## src/rtl/tea_pkg.sv

```systemverilog
// Shared TEA definitions for the header encryption / decryption path.
// Holds the key-schedule constant, default round count, FSM state
// encoding and the start sum used by the decryptor for 32 rounds.
package tea_pkg;

  localparam logic [31:0] TEA_DELTA          = 32'h9E3779B9;
  localparam int          TEA_ROUNDS_DEFAULT = 32;
  // DELTA * 32 mod 2^32: where a 32-round decryption starts its sum.
  localparam logic [31:0] TEA_DEC_SUM_START  = 32'hC6EF3720;

  typedef logic [1:0] tea_state_t;

  localparam tea_state_t ST_IDLE = 2'd0;
  localparam tea_state_t ST_RUN  = 2'd1;
  localparam tea_state_t ST_DONE = 2'd2;

endpackage

```

## src/rtl/tea_enc_round.sv

```systemverilog
// One TEA encryption cycle (two Feistel half-rounds), purely combinational.
// Ports:
//   v0, v1         : current half-blocks
//   sum            : running sum before this cycle
//   k0..k3         : key words
//   v0_nxt, v1_nxt : half-blocks after this cycle
//   sum_nxt        : sum after this cycle (sum + DELTA)
module tea_enc_round
  import tea_pkg::*;
(
  input  logic [31:0] v0,
  input  logic [31:0] v1,
  input  logic [31:0] sum,
  input  logic [31:0] k0,
  input  logic [31:0] k1,
  input  logic [31:0] k2,
  input  logic [31:0] k3,
  output logic [31:0] v0_nxt,
  output logic [31:0] v1_nxt,
  output logic [31:0] sum_nxt
);

  // The sum is advanced first and both half-rounds use the advanced value;
  // the second half-round mixes in the already-updated v0.
  always_comb begin
    sum_nxt = sum + TEA_DELTA;
    v0_nxt  = v0 + (((v1 << 4) + k0) ^ (v1 + sum_nxt) ^ ((v1 >> 5) + k1));
    v1_nxt  = v1 + (((v0_nxt << 4) + k2) ^ (v0_nxt + sum_nxt) ^ ((v0_nxt >> 5) + k3));
  end

endmodule

```

## src/rtl/header_encryptor.sv

```systemverilog
// Iterative TEA encryptor: one 64-bit block under a 128-bit key, one TEA
// cycle per enabled clock.
// Ports:
//   clk, rst      : clock, asynchronous active-low reset
//   ena           : clock enable; freezes all state and handshakes when low
//   in_valid/in_ready, in_block[63:0], in_key[127:0] : request side
//   out_valid/out_ready, out_block[63:0]             : result side
//   dbg_state[1:0]: current FSM state (IDLE/RUN/DONE)
// Handshakes: a transfer happens on a rising clk edge where valid, ready
// and ena are all high. out_valid/out_block stay stable until transfer.
module header_encryptor
  import tea_pkg::*;
#(
  parameter int ROUNDS = TEA_ROUNDS_DEFAULT
) (
  input  logic         clk,
  input  logic         rst,
  input  logic         ena,
  input  logic         in_valid,
  output logic         in_ready,
  input  logic [63:0]  in_block,
  input  logic [127:0] in_key,
  output logic         out_valid,
  input  logic         out_ready,
  output logic [63:0]  out_block,
  output logic [1:0]   dbg_state
);

  localparam logic [5:0] LAST_ROUND = 6'(ROUNDS - 1);

  tea_state_t  state;
  logic [5:0]  cnt;
  logic [31:0] v0, v1, sum;
  logic [31:0] k0, k1, k2, k3;
  logic [31:0] v0_nxt, v1_nxt, sum_nxt;

  tea_enc_round u_round (
    .v0      (v0),
    .v1      (v1),
    .sum     (sum),
    .k0      (k0),
    .k1      (k1),
    .k2      (k2),
    .k3      (k3),
    .v0_nxt  (v0_nxt),
    .v1_nxt  (v1_nxt),
    .sum_nxt (sum_nxt)
  );

  // rst is folded in so in_ready reads 0 while reset is held.
  assign in_ready  = rst && ena && (state == ST_IDLE);
  assign out_valid = (state == ST_DONE);
  assign out_block = {v0, v1};
  assign dbg_state = state;

  always_ff @(posedge clk or negedge rst) begin
    if (!rst) begin
      state <= ST_IDLE;
      cnt   <= '0;
      v0    <= '0;
      v1    <= '0;
      sum   <= '0;
      k0    <= '0;
      k1    <= '0;
      k2    <= '0;
      k3    <= '0;
    end else if (ena) begin
      case (state)
        ST_IDLE: begin
          if (in_valid) begin
            v0    <= in_block[63:32];
            v1    <= in_block[31:0];
            k0    <= in_key[127:96];
            k1    <= in_key[95:64];
            k2    <= in_key[63:32];
            k3    <= in_key[31:0];
            sum   <= '0;
            cnt   <= '0;
            state <= ST_RUN;
          end
        end
        ST_RUN: begin
          v0  <= v0_nxt;
          v1  <= v1_nxt;
          sum <= sum_nxt;
          cnt <= cnt + 6'd1;
          if (cnt == LAST_ROUND) state <= ST_DONE;
        end
        ST_DONE: begin
          // Returning to IDLE here means this edge never accepts a request.
          if (out_ready) state <= ST_IDLE;
        end
        default: state <= ST_IDLE;
      endcase
    end
  end

endmodule

```

## config.mk

```make
export PLATFORM = sky130hd
export DESIGN_NAME = header_encryptor
export DESIGN_NICKNAME = d
export VERILOG_FILES = /design/src/rtl/tea_pkg.sv /design/src/rtl/tea_enc_round.sv /design/src/rtl/header_encryptor.sv
export SDC_FILE = /design/constraint.sdc
export NUM_CORES = 1
export LEC_CHECK = 0
export BUFFER_PORTS_ARGS = -buffer_cell sky130_fd_sc_hd__buf_2
export CAP_MARGIN = 30
export CORE_UTILIZATION = 61
export DETAILED_ROUTE_END_ITERATION = 8
export HOLD_SLACK_MARGIN = 0.1
export PLACE_DENSITY = 0.79
export SLEW_MARGIN = 20
export SYNTH_ARGS = -nofsm -noshare
export SYNTH_HDL_FRONTEND = slang
export SYNTH_SLANG_ARGS = --single-unit
```

## constraint.sdc

```tcl
create_clock -name clk -period 11.5 [get_ports clk]
set_clock_uncertainty 0.2 [all_clocks]
set_input_delay 0.575 -clock clk [delete_from_list [all_inputs] [get_ports clk]]
set_output_delay 0.575 -clock clk [all_outputs]
set_load 0.005 [all_outputs]
```

## Word-level counts from Yosys, hierarchy flattened

Cells that the tools add are included.
Widths: inputs -> output; s select.

- Flip-flop bits (word level): 232
- Latch bits: 0
- Bits in writable memories: 0
- Memory bits (read-only): 0
- Input port bits: 197
- Output and inout port bits: 68
- Logic and storage cells: 48
- Memories kept: 0

- Add/sub/neg operators: 10
- Multiply operators: 0
- Divide/modulo/power cells: 0
- Magnitude comparators: 0
- Equality and inequality tests: 6
- Shift operators: 0
- Mux-type cells: 12
- Bitwise gates (word level): 4
- Reductions and logical operators: 7

Operators by type and width:

| operator | count |
|---|---|
| $add 32x32->32 | 6 |
| $pmux 32 s2 | 3 |
| $xor 32x32->32 | 4 |
| $mux 32 | 3 |
| $add 27x32->32 | 2 |
| $add 32x32->32 const B | 1 |
| $pmux 6 s2 | 1 |
| $add 6x1->6 const B | 1 |
| $eq 6x5->1 const B | 1 |
| $mux 2 | 3 |
| $mux 6 | 1 |
| $pmux 2 s3 | 1 |
| $reduce_and 3->1 | 2 |
| $ne 2x2->1 const B | 2 |
| $reduce_and 4->1 | 1 |
| $eq 2x1->1 const B | 1 |
| $eq 2x2->1 const B | 1 |
| $logic_and 1x1->1 | 2 |
| $logic_not 2->1 | 1 |
| $ne 2x1->1 const B | 1 |
| $reduce_bool 2->1 | 1 |

## Logic depth before layout (Yosys ltp)

- Depth in word-level cells: 10
- Gate-level depth with buffers: 48

## Hierarchy

From an unflattened synthesis, not the netlist that was laid out.

- Cells, all modules: 2,356
- Area total of the unflattened synthesis: 21,966.1 µm²

Modules (own cells, without submodules):

| module | instances | cells each | area an instance (µm²) | sequential area each (µm²) |
|---|---|---|---|---|
| tea_enc_round | 1 | 1,683 | 12,635.9 | 0.0 |
| header_encryptor | 1 | 673 | 9,330.2 | 5,805.6 |

## Worst setup path before layout

OpenSTA, ideal clock, no wires.

- Kind: reg2reg
- From: register sum[0]
- To: register v1[31]
- Arrival: 8.756 ns
- Data required time: 11.172 ns
- Setup slack: 2.416 ns
- Stages on the path, launching flop included: 44
- Buffers on the path: 0
- Period minus slack after synthesis: 9.084 ns
- Path through: dfrtp_1 > ha_1 > a2111oi_4 > o21ai_1 > and2_4 > a2111o_1 > xnor2_1 > ha_1 > and3_1 > nand2_1 > nor2_1 > nand3_1 > a211o_1 > o21ai_0 > xnor2_1 > xnor2_1 > ha_1 > a21oi_1 > [8 not listed] > ha_1 > and3_1 > and2_1 > a221oi_1 > o21ai_0 > a21o_1 > a21o_1 > nand3_1 > xnor2_1 > xnor2_1 > ha_1 > a2111oi_0 > o21ai_0 > o22ai_1 > xor3_1 > xor2_1 > mux2i_1 > nand3_1

- Cells in the longest elaborated chain, start to end: 10

RTL lines:

| item | line | RTL |
|---|---|---|
| start, declared | header_encryptor.sv:33 | `logic [31:0] v0, v1, sum;` |
| start signal, assigned | header_encryptor.sv:85 | `sum <= sum_nxt;` |
| $add 32x32->32 * | tea_enc_round.sv:26 | `sum_nxt = sum + TEA_DELTA;` |
| $add 32x32->32 | tea_enc_round.sv:27 | `v0_nxt = v0 + (((v1 << 4) + k0) ^ (v1 + sum_nxt) ^ ((v1 >> 5) + k1));` |
| $xor 32x32->32 (2 in series) | tea_enc_round.sv:27 |  |
| $add 32x32->32 | tea_enc_round.sv:27 |  |
| $add 32x32->32 | tea_enc_round.sv:28 | `v1_nxt = v1 + (((v0_nxt << 4) + k2) ^ (v0_nxt + sum_nxt) ^ ((v0_nxt >> 5) + k3));` |
| $xor 32x32->32 | tea_enc_round.sv:28 |  |
| $xor 32x32->32 * | tea_enc_round.sv:28 |  |
| $add 32x32->32 * | tea_enc_round.sv:28 |  |
| $pmux 32 s2 * | header_encryptor.sv:68 | `case (state)` |
| end signal, assigned | header_encryptor.sv:72 | `v1 <= in_block[31:0];` |
| end signal, assigned | header_encryptor.sv:84 | `v1 <= v1_nxt;` |
| end, declared | header_encryptor.sv:33 |  |

Every way passes the cells marked *; elsewhere a longest branch is shown, timed or not.
A chain may end at the register's enable or synchronous reset.

## Worst setup path in the final report

Ends and elaborated chain as after synthesis.

==> out/metrics.cfg <==
[route]
num_vias = 21137
routed_wl_um = 72910
drt_pass1_iterations = 6
detail-route-antenna-nets = 0
drtIter0Drc = 2090
wl_per_cell_um = 21.69
vias_per_cell = 6.287
drcViolationCount = 0

[cts]
postCtsSetupRepairBufs = 0
clk_pin_slew_ps = 60
ctsRootBufferMaster = clkbuf_16
clock_path_buffers = 3
numCtsBuffers = 27
cts_tree = built
clkLatencyLatePin_ps = 580
cts.sinks = 232
htreeDepth = 1

[place]
place_congestion = 1.056
place_ws_ps = 773.4
dp_hpwl_um = 53590
io_buffers = 264

[floorplan]
die_h_um = 191.7
dieWidth_um = 191.7
initial_core_util_pct = 61.86
core_area_um2 = 35480
die_area_um2 = 36750
io_pins = 265
rows = 69

[synth]
synth_edf_count = 0
synth_cells = 2444
yosys.cell_types.count = 82
synth.net_count = 2900
yosysSeqAreaShare_pct = 26.45
ys_async_sr_fraction_pct = 100.0
yosys_warnings = 0
ys.flop_type = dfrtp_1
avgSynthCellArea_um2 = 8.981
ys_ff_latch = 232
netlist_area_um2 = 21950

[global_routing]
grt_pass1_wl_um = 111400
antenna_found_initial = 1
first_global_vias = 20963
grt_overflow = 0
grt_start_max_net_pins = 92
grt_use_total_pct = 39.14

[hold_path]
hold_path.startpoint = in_block[17]
hold_class = in2reg

[final_layout]
fillers = 2557
area_growth_pct = 21.23
fin_util_pct = 74.99
final_nets = 3335
drive_gt1_share_pct = 17.38

[timing]
hold_viol = 0
max_freq_mhz = 91.10
tns_ps = 0
hold_slack_ps = 114.5
setup_violations = 0
tightest_slew_ps = 1030
fin_ws_ps = 523.6
fin_crit_sh_pct = 95.45
maxSlewViolCount = 0
timing.slew.headroom_pct = 31.31
min_period_ps = 10980

[critical_path]
worstSetupEndpointType = flop
critPathMaxFanout = 7
cp-start-kind = flop
path_common_cell = ha_1
crit_slowest_cell = a2111o_1
cp_slowest_stage_delay_ps = 530
startpoint = sum[0]
worstPathArrival_ps = 11240
r2r_start = sum[0]
required_ps = 11770
setup.worst_path.class = reg2reg

[outcome]
status = finished clean

[run]
drv_cap = 0

[synth_stat cells (all sizes together), types with 7 or more instances]
master	number	area, um^2
xnor2	311	2724
ha	251	3141
dfrtp	232	5806
nand2	226	848.3
a21oi	218	1091
o21ai	150	769.5
a21o	131	983.4
nor2	131	494.2
mux2	127	1430
xor2	69	604.3
inv	66	247.7
clkbuf	54	202.7
nand3	49	245.2
a31oi	45	281.5
o21bai	34	255.2
and3	30	187.7
o21a	27	202.7
nor3	21	105.1
a211oi	20	155.1
nand2b	19	118.9
nor2b	18	112.6
nand4	16	100.1
o31ai	15	112.6
a22o	14	122.6
o211ai	12	90.09
a2111oi	9	97.60
a211o	8	70.07
a21boi	8	60.06
and2	8	55.06
fa	8	160.2
o2111ai	8	70.07
and4	7	61.31
or3	7	43.79
[metrics by stage]
step | std cells | cell area (um^2)
finish | 3362 | 26610
global placement | 3136 | 23860
detailed placement | 3136 | 23860
CTS | 3359 | 26530
global route | 3362 | 26610
floorplan | 2444 | 21950
[flip-flops by register name, summed over array words and instances (netlist names)]
| register | cells |
|---|---|
| k2 | 32 |
| cnt | 6 |
| v1 | 32 |
| k0 | 32 |
| sum | 32 |
| dbg_state | 2 |
| k3 | 32 |
| v0 | 32 |
| k1 | 32 |
[timing repair]
action / 4_1_cts / 5_1_grt
hold endpoints to repair: 219 / 0
hold buffers: 173 / 0
resized for setup: 0 / 6
setup endpoints to repair: 0 / 1
[area by class of cell]
| type | count | area, um^2 | share of cell area (%) |
|---|---|---|---|
| inverter | 66 | 247.7 | 0.9310 |
| antenna | 1 | 2.502 | 0.009404 |
| clock inverter | 17 | 224.0 | 0.8417 |
| multi-input combinational | 2087 | 15740 | 59.16 |
| tap | 461 | 576.8 | 2.168 |
| timing repair buffer | 465 | 3293 | 12.38 |
| clock buffer | 33 | 718.2 | 2.699 |
| sequential | 232 | 5806 | 21.82 |
[logic make-up (layout without fill, tap and decap cells)]
group / after synthesis / count (layout) / share of synthesized area, %
adders and majority gates: 259 / 259 / 15.04
other: 0 / 1 / 0
DFF: 232 / 232 / 26.45
buffers and inverters: 125 / 581 / 2.177
and+or+nand+nor: 552 / 552 / 11.46
AOI/OAI and AO/OA: 758 / 758 / 22.40
muxes: 133 / 133 / 6.789
xor gates and xnor gates: 385 / 385 / 15.69
[routing by layer]
layer	global-route usage (%)	vias up	share of wire (%)
li1	-	9781	-
met4	14.35	0	3.6
met2	62.55	1062	45
met1	52.64	10096	42
met5	0	-	0
met3	7.162	198	9.1
[path summary, 6_finish.rpt]
path                           to  slack [ps]  depth (start not counted)
setup / recovery           v1[31]         520                         43
hold / removal             v1[17]         110                          3
setup reg to reg           v1[31]         520                         43
hold reg to reg            k0[30]         320                          1
max in group asynchronous  k1[27]        9610                          3
min in group asynchronous   k0[7]         290                          2
[layout by cell type (no fill, tap or decap), types with 15 or more instances in the layout]
cell             n
xnor2_1        308
buf_2          263
ha_1           251
dfrtp_1        232
nand2_1        226
a21oi_1        218
dlygate4sd3_1  173
o21ai_0        143
a21o_1         131
nor2_1         129
mux2_2         127
xor2_1          68
inv_1           66
nand3_1         49
a31oi_1         44
o21bai_1        34
and3_1          29
clkbuf_16       27
o21a_1          26
buf_4           26
nor3_1          21
a211oi_1        19
nor2b_1         18
nand2b_1        18
nand4_1         16
o31ai_1         15
[critical path, delay by kind of cell (launching register included)]
family | cells | cell delay (ps)
flip-flops | 1 | 440
multiplexers | 1 | 200
XOR/XNOR | 8 | 1750
adder cells (fa/ha/maj) | 5 | 1710
AO/OA/AOI/OAI | 18 | 4970
AND/OR/NAND/NOR | 11 | 1600
Power is left out: the tool's default activity adds up to more than one toggle a clock period on the data nets, which glitch-free logic cannot reach.
